--- src/rtl/mem_arbiter.sv ---
// Memory arbiter: shares a single RAM port among CPUS instruction/data cache pairs.
// Data requests win over instruction requests. Within one request type the grant
// rotates round-robin. Errors and stuck transactions raise a sticky error flag.
module mem_arbiter #(
    parameter int CPUS    = 2,
    parameter int TIMEOUT = 15
) (
    input  logic                 CLK,
    input  logic                 nRST,
    input  logic [CPUS-1:0]      iREN,
    input  logic [32*CPUS-1:0]   iaddr,
    input  logic [CPUS-1:0]      dREN,
    input  logic [CPUS-1:0]      dWEN,
    input  logic [32*CPUS-1:0]   daddr,
    input  logic [32*CPUS-1:0]   dstore,
    output logic [CPUS-1:0]      iwait,
    output logic [CPUS-1:0]      dwait,
    output logic [32*CPUS-1:0]   iload,
    output logic [32*CPUS-1:0]   dload,
    output logic                 ramREN,
    output logic                 ramWEN,
    output logic [31:0]          ramaddr,
    output logic [31:0]          ramstore,
    input  logic [31:0]          ramload,
    input  logic [1:0]           ramstate,
    output logic                 merror
);

    localparam int          IW         = (CPUS > 1) ? $clog2(CPUS) : 1;
    localparam logic [1:0]  RAM_ACCESS = 2'd2;
    localparam logic [1:0]  RAM_ERROR  = 2'd3;
    localparam logic [31:0] TLAST      = 32'(TIMEOUT - 1);

    typedef enum logic [1:0] {IDLE, DSERVE, ISERVE} state_t;

    state_t          r_state;
    state_t          w_nextState;
    logic [IW-1:0]   r_owner;
    logic [IW-1:0]   r_rrPtr;
    logic [31:0]     r_timer;
    logic            r_merror;

    logic            w_dAny;
    logic            w_iAny;
    logic [IW-1:0]   w_dGrant;
    logic [IW-1:0]   w_iGrant;
    logic            w_ownReq;
    logic            w_done;
    logic            w_setErr;
    logic            w_timerInc;

    // Every cache sees the RAM read data; only the deasserted wait tells it the word is valid.
    assign iload  = {CPUS{ramload}};
    assign dload  = {CPUS{ramload}};
    assign merror = r_merror;

    // Round-robin search starting at r_rrPtr, separately for data and instruction requesters.
    always_comb begin
        int idx;
        idx      = 0;
        w_dAny   = 1'b0;
        w_iAny   = 1'b0;
        w_dGrant = '0;
        w_iGrant = '0;
        for (int k = 0; k < CPUS; k++) begin
            idx = int'(r_rrPtr) + k;
            if (idx >= CPUS) idx = idx - CPUS;
            if (!w_dAny && (dREN[idx] || dWEN[idx])) begin
                w_dAny   = 1'b1;
                w_dGrant = IW'(idx);
            end
            if (!w_iAny && iREN[idx]) begin
                w_iAny   = 1'b1;
                w_iGrant = IW'(idx);
            end
        end
    end

    // Next-state logic and RAM/wait outputs; abort beats ACCESS, ERROR and timeout.
    always_comb begin
        w_nextState = r_state;
        ramREN      = 1'b0;
        ramWEN      = 1'b0;
        ramaddr     = '0;
        ramstore    = '0;
        iwait       = '1;
        dwait       = '1;
        w_ownReq    = 1'b0;
        w_done      = 1'b0;
        w_setErr    = 1'b0;
        w_timerInc  = 1'b0;
        case (r_state)
            IDLE: begin
                if (w_dAny)      w_nextState = DSERVE;
                else if (w_iAny) w_nextState = ISERVE;
            end
            DSERVE: begin
                ramaddr  = daddr[32*r_owner +: 32];
                ramstore = dstore[32*r_owner +: 32];
                if (dWEN[r_owner]) ramWEN = 1'b1;
                else               ramREN = 1'b1;
                w_ownReq = dREN[r_owner] || dWEN[r_owner];
            end
            ISERVE: begin
                ramREN   = 1'b1;
                ramaddr  = iaddr[32*r_owner +: 32];
                w_ownReq = iREN[r_owner];
            end
            default: w_nextState = IDLE;
        endcase
        if (r_state == DSERVE || r_state == ISERVE) begin
            if (!w_ownReq) begin
                w_nextState = IDLE;
                w_done      = 1'b1;
            end else if (ramstate == RAM_ACCESS) begin
                if (r_state == DSERVE) dwait[r_owner] = 1'b0;
                else                   iwait[r_owner] = 1'b0;
                w_nextState = IDLE;
                w_done      = 1'b1;
            end else if (ramstate == RAM_ERROR || r_timer == TLAST) begin
                w_setErr    = 1'b1;
                w_nextState = IDLE;
                w_done      = 1'b1;
            end else begin
                w_timerInc  = 1'b1;
            end
        end
    end

    // State register and owner capture at the moment a grant leaves IDLE.
    always_ff @(posedge CLK or negedge nRST) begin
        if (!nRST) begin
            r_state <= IDLE;
            r_owner <= '0;
        end else begin
            r_state <= w_nextState;
            if (r_state == IDLE && w_nextState != IDLE)
                r_owner <= w_dAny ? w_dGrant : w_iGrant;
        end
    end

    // Round-robin pointer moves past the owner whenever its transaction ends for any reason.
    always_ff @(posedge CLK or negedge nRST) begin
        if (!nRST)
            r_rrPtr <= '0;
        else if (w_done)
            r_rrPtr <= (r_owner == IW'(CPUS - 1)) ? '0 : r_owner + 1'b1;
    end

    // Stall counter: held at zero while idle, counts serving cycles that saw neither ACCESS nor ERROR.
    always_ff @(posedge CLK or negedge nRST) begin
        if (!nRST)
            r_timer <= '0;
        else if (r_state == IDLE || w_done)
            r_timer <= '0;
        else if (w_timerInc)
            r_timer <= r_timer + 32'd1;
    end

    // Sticky error flag; only reset clears it.
    always_ff @(posedge CLK or negedge nRST) begin
        if (!nRST)
            r_merror <= 1'b0;
        else if (w_setErr)
            r_merror <= 1'b1;
    end

endmodule

--- config.mk ---
export PLATFORM = sky130hd
export DESIGN_NAME = mem_arbiter
export DESIGN_NICKNAME = d
export VERILOG_FILES = /design/src/rtl/mem_arbiter.sv
export SDC_FILE = /design/constraint.sdc
export NUM_CORES = 1
export LEC_CHECK = 0
export ABC_AREA = 1
export CORE_AREA = 2 2 169 171
export CTS_BUF_LIST = sky130_fd_sc_hd__clkbuf_4
export CTS_CLUSTER_SIZE = 28
export DETAILED_ROUTE_END_ITERATION = 7
export DIE_AREA = 0 0 171 173
export GPL_ROUTABILITY_DRIVEN = 0
export PLACE_DENSITY = 0.61
export SLEW_MARGIN = 20
export SYNTH_ARGS = -nofsm -noshare
export SYNTH_HDL_FRONTEND = slang
export SYNTH_SLANG_ARGS = --single-unit
--- constraint.sdc ---
create_clock -name CLK -period 2.2 [get_ports CLK]
set_input_delay 0.33 -clock CLK [delete_from_list [all_inputs] [get_ports CLK]]
set_output_delay 0.33 -clock CLK [all_outputs]
set_load 0.02 [all_outputs]
# --- Yosys cells after proc, flatten, opt, wreduce, memory -nomap -nowiden ---
# Index checks and enable logic that the tools add are counted.
# Widths: inputs -> output; s select.
classes:
  reduce_logical: 16
  mux: 73
  addsub: 5
  n_eq_ne: 5
  order_cmp: 6
  n_bitwise: 1
  shifts: 3
op_table:
  columns: ["op", "n"]
  rows:
  - ["$shiftx 64x7->32", 3]
  - ["$mux 32", 5]
  - ["$lt 32x3->1 const B", 2]
  - ["$pmux 32 s2", 1]
  - ["$mux 1", 49]
  - ["$add 32x1->32 const B", 1]
  - ["$eq 32x4->1 const B", 1]
  - ["$mux 2", 14]
  - ["$eq 2x2->1 const B", 3]
  - ["$logic_or 1x1->1", 6]
  - ["$logic_and 1x1->1", 4]
  - ["$pmux 1 s2", 2]
  - ["$pmux 2 s2", 1]
  - ["$reduce_bool 2->1", 2]
  - ["$sub 1x2->3 const B", 1]
  - ["$sub 2x2->3 const B", 1]
  - ["$add 1x1->2 const B", 1]
  - ["$eq 2x1->1 const B", 1]
  - ["$ge 1x2->1 const B", 1]
  - ["$ge 2x2->1 const B", 1]
  - ["$logic_not 1->1", 2]
  - ["$logic_not 2->1", 1]
  - ["$lt 1x2->1 const B", 1]
  - ["$not 2->2", 1]
  - ["4 further kinds", 4]
totals:
  in_bits: 234
  ff_bits: 37
  word_cells: 114
  output_inout_bits: 199

# --- Depth between registers and ports, before layout ---
logic_depth:
  ltp_word: 18
  depth_mapped: 13
  ltp_nobuf: 13

# --- Worst setup path before layout ---
# Ideal clock, no wire load.
synth_timing:
  kind: "flip-flop to output port"
  from: "register r_state[0]"
  to: "output port ramaddr[24]"
  n_path_buf: 2
  path_stages_with_launch: 9
  slack_ns: 0.024
  arrival_time_ns: 1.846
  cell_sequence: "dfrtp_1 > inv_1 > ha_1 > clkbuf_1 > buf_1 > nor2_1 > nor2_1 > o21ai_0 > a21oi_1"
synth_between:
  elab_chain_len: 2
  word_cells_on_any_way: 3
  classes_between: "eq/ne: 2; mux: 1"
synth_rtl:
  columns: ["element", "line", "rtl"]
  rows:
  - ["from (decl)", "36", "state_t r_state;"]
  - ["from (signal assigned)", "136", "r_state <= w_nextState;"]
  - ["$eq 2x2->1 or $eq 2x1->1 (tied branches)", "92", "case (r_state)"]
  - ["$pmux 32 s2 (*)", "92", null]
  - ["to (decl)", "22", "output logic [31:0] ramaddr,"]
# Mark *: on every way between the ends. The rest lies on a longest branch, timed or not.

# --- Worst setup path in the final report ---
layout_timing:
  from: "register r_state[1]"
  to: "output port iwait[1]"
layout_between:
  elab_chain_len: 5
  word_cells_on_any_way: 8
  classes_between: "eq/ne: 2; mux: 5; reduce/logical: 1"
layout_rtl:
  columns: ["element", "line", "rtl"]
  rows:
  - ["$eq 2x1->1", "92, 111, 116", null]
  - ["$mux 2", "116", "if (r_state == DSERVE) dwait[r_owner] = 1'b0;"]
  - ["$mux 2", "115", "end else if (ramstate == RAM_ACCESS) begin"]
  - ["$mux 2", "112", "if (!w_ownReq) begin"]
  - ["$mux 2 (*)", "111", "if (r_state == DSERVE || r_state == ISERVE) begin"]
  - ["to (decl)", "16", "output logic [CPUS-1:0] iwait,"]
# Marks and branches as above.

==> impl_metrics.py <==
metrics = {
    "floorplan": {
        "die_width_um": 171,
        "die_area_sq_um": 29600,
        "initial_core_util_pct": 17.6,
        "io_pins": 433,
        "fp.dieH_um": 173,
        "core_sq_um": 27600,
        "rows": 61,
    },
    "global_route": {
        "grt_max_degree": 38,
        "grt_pass1_vias": 5709,
        "globalRouteOverflowTotal": 0,
        "grt_pass1_wl_mm": 39.1,
        "antenna_found_initial": 5,
        "grt_use_total_pct": 18.4,
    },
    "power": {
        "leakage_uw": 0.00366,
        "power_density_nw_per_um2": 955,
        "peakVddDrop_uv": 418,
    },
    "route": {
        "vias_per_cell": 4.34,
        "ant_nets": 0,
        "drtIter0Drc": 392,
        "wl_met1_mm": 10.8,
        "dr.pass1.iters": 5,
        "drc": 0,
        "post_drt_wl_per_cell_um": 22.1,
        "via_count": 5880,
        "wl_met2_mm": 12.5,
        "dr_wl_met3_mm": 6.10,
        "highest_layer": "met5",
        "routed_wl_mm": 29.9,
    },
    "finish": {
        "finish.instance_area_sq_um": 8700,
        "fin_cells": 1354,
        "fin_util_pct": 31.5,
        "area_delta_synth_final_pct": 79.2,
        "final_common_cell": "clkdlybuf4s50_1",
        "final_cell_mix": "clkdlybuf4s50_1 (202), nor2_1 (179), nand2_1 (95), buf_4 (62), inv_1 (52)",
        "nets": 1213,
        "drive_gt1_share_pct": 27.1,
    },
    "setup_path": {
        "reg2reg_slack_ns": -0.13,
        "path_class": "flop to primary output",
        "required_ns": 1.87,
        "crit_slowest_cell": "dfrtp_1",
        "cp_data_arrival_time_ns": 2.00,
        "path_max_fanout": 5,
        "path_cells": "inv_2 -> ha_4 -> inv_4 -> nor2_4 -> buf_12 -> a21oi_4 -> nand3_2 -> nand2_4 -> inv_6 -> nand4_1 -> buf_6",
        "crit_path_end_kind": "primary output",
        "critPathLaunchType": "flop",
        "crit_path_max_incr_delay_ns": 0.45,
    },
    "timing": {
        "setup_ws_ns": -0.131,
        "worst_clock_skew_ns": 0.0135,
        "max_slew_margin_pct": 63.3,
        "max_freq_mhz": 429,
        "min_period_over_period_pct": 106,
        "fin_crit_ns": 2.33,
        "worstMarginPinSlew_ns": 0.548,
        "setup_viol": 70,
        "whs_ns": 0.407,
        "slew_violations": 0,
        "rsz0062_at_grt": "yes",
        "hold_viol_final": 0,
    },
    "outcome": {
        "violations": "negative setup slack",
        "outcome": "complete, but fails checks",
    },
    "logic_synthesis": {
        "ys_warn_count": 0,
        "syn_inst": 783,
        "ys_seq_elements": 37,
        "synth.distinct_cells": 37,
        "syn_area_per_cell_sq_um": 6.20,
        "syn_area_sq_um": 4850,
        "syn-num-nets": 1023,
        "yosysSeqAreaShare_pct": 19.1,
    },
    "worst_hold_path": {
        "hold_class": "input port to async pin",
    },
    "clock_tree": {
        "clk-insertion-delay-late_ns": 0.36,
        "cts.sinks": 37,
        "cts_hold_buf": 0,
        "cts_made_buffers": 5,
        "path_clk_slew_ns": 0.11,
        "cts_max_level": 2,
        "root_buffer": "clkbuf_4",
        "cts.path.max_buffers": 2,
        "cts_tree": "built",
    },
    "placed_design": {
        "dp_hpwl_mm": 23.8,
        "dp.cells": 1312,
        "placed_area_sq_um": 7440,
        "port_buffers": 272,
        "place_ws_ns": -0.232,
    },
    "flow_run": {
        "drv_cap": 0,
    },
}
## registers in the layout, summed over array words and instances, names as in the netlist
| register | flops |
|---|---|
| r_timer | 32 |
| r_state | 2 |
| r_rrPtr | 1 |
| r_owner | 1 |
| merror | 1 |
## cell type report
class | count | area [sq um]
clock buffer | 6 | 45.0
fill | 2909 | 18900
timing repair buffer | 343 | 3750
sequential | 37 | 926
antenna | 3 | 7.51
multi-input combinational | 524 | 3240
tap | 378 | 473
inverter | 62 | 253
clock inverter | 1 | 3.75
## worst max-delay path, delay by kind of cell (launching register included)
family | cells | cell delay, ns
buffers and inverters | 5 | 0.56
adders and majority gates | 1 | 0.17
AOI/OAI and AO/OA | 1 | 0.06
DFF | 1 | 0.45
and+or+nand+nor | 4 | 0.40
## per-stage QoR
step,power [uW],setup TNS [ns]
after floorplan,3650,0
after global placement,6550,-3.76
after CTS,7710,-3.74
after detailed placement,6530,-3.60
final,8300,-4.78
after global routing,8790,-13.64
## layer usage
layer | track usage (%) | up-vias
met3 | 16.8 | 33
met4 | 4.56 | 4
met5 | 0 | -
met2 | 26.2 | 318
li1 | - | 2781
met1 | 20.1 | 2744
## power by group
group,leakage [uW],internal (uW),switching [uW]
Combinational,0.00312,3340,3820
Sequential,0.000506,739,51.0
Clock,0.0000292,128,228
## final timing paths
| path | end | cells past startpoint | startpoint |
|---|---|---|---|
| setup / recovery | iwait[1] | 11 | r_state[1] |
| hold / removal | r_timer[4] | 2 | nRST |
| setup reg to reg | r_timer[16] | 13 | r_state[1] |
| hold reg to reg | merror | 1 | merror |
| max in group asynchronous | r_timer[18] | 2 | nRST |
| min in group CLK | merror | 1 | merror |
## Yosys cell counts (all sizes together)
cell     count  area, sq um
or2          2         12.5
o21ai       77          385
and2         1         6.26
o21a         2         15.0
a211oi       1         7.51
nand2      100          385
inv         61          234
dfrtp       37          926
nor2       203          782
nand4       12         75.1
o22ai        2         12.5
ha           6         75.1
clkbuf      18         67.6
nor3         9         56.3
nand3       19          105
xor2        17          149
o2111ai      1         8.76
nand3b       2         15.0
clkinv       1         3.75
o211ai       2         15.0
a21oi       35          186
a22o        32          280
buf        142         1040
a22oi        1         7.51
## kinds of logic (layout without fill, tap and decap cells)
| kind of cell | count (synthesis) | in the layout | synth area share, % |
|---|---|---|---|
| other cells | 0 | 3 | 0 |
| xor+xnor | 17 | 17 | 3.07 |
| buf+inv | 222 | 412 | 27.7 |
| compound gates | 153 | 153 | 18.9 |
| simple gates | 348 | 348 | 29.6 |
| fa+ha+maj | 6 | 6 | 1.55 |
| flops | 37 | 37 | 19.1 |
## repair_timing
action                     4_1_cts  5_1_grt
pin swaps                       30       34
cloned                           4        8
gates resized for setup        360       82
setup buffers                   14        7
setup endpoints to repair       70       98
No activity file was read; power rests on OpenSTA's default activity.
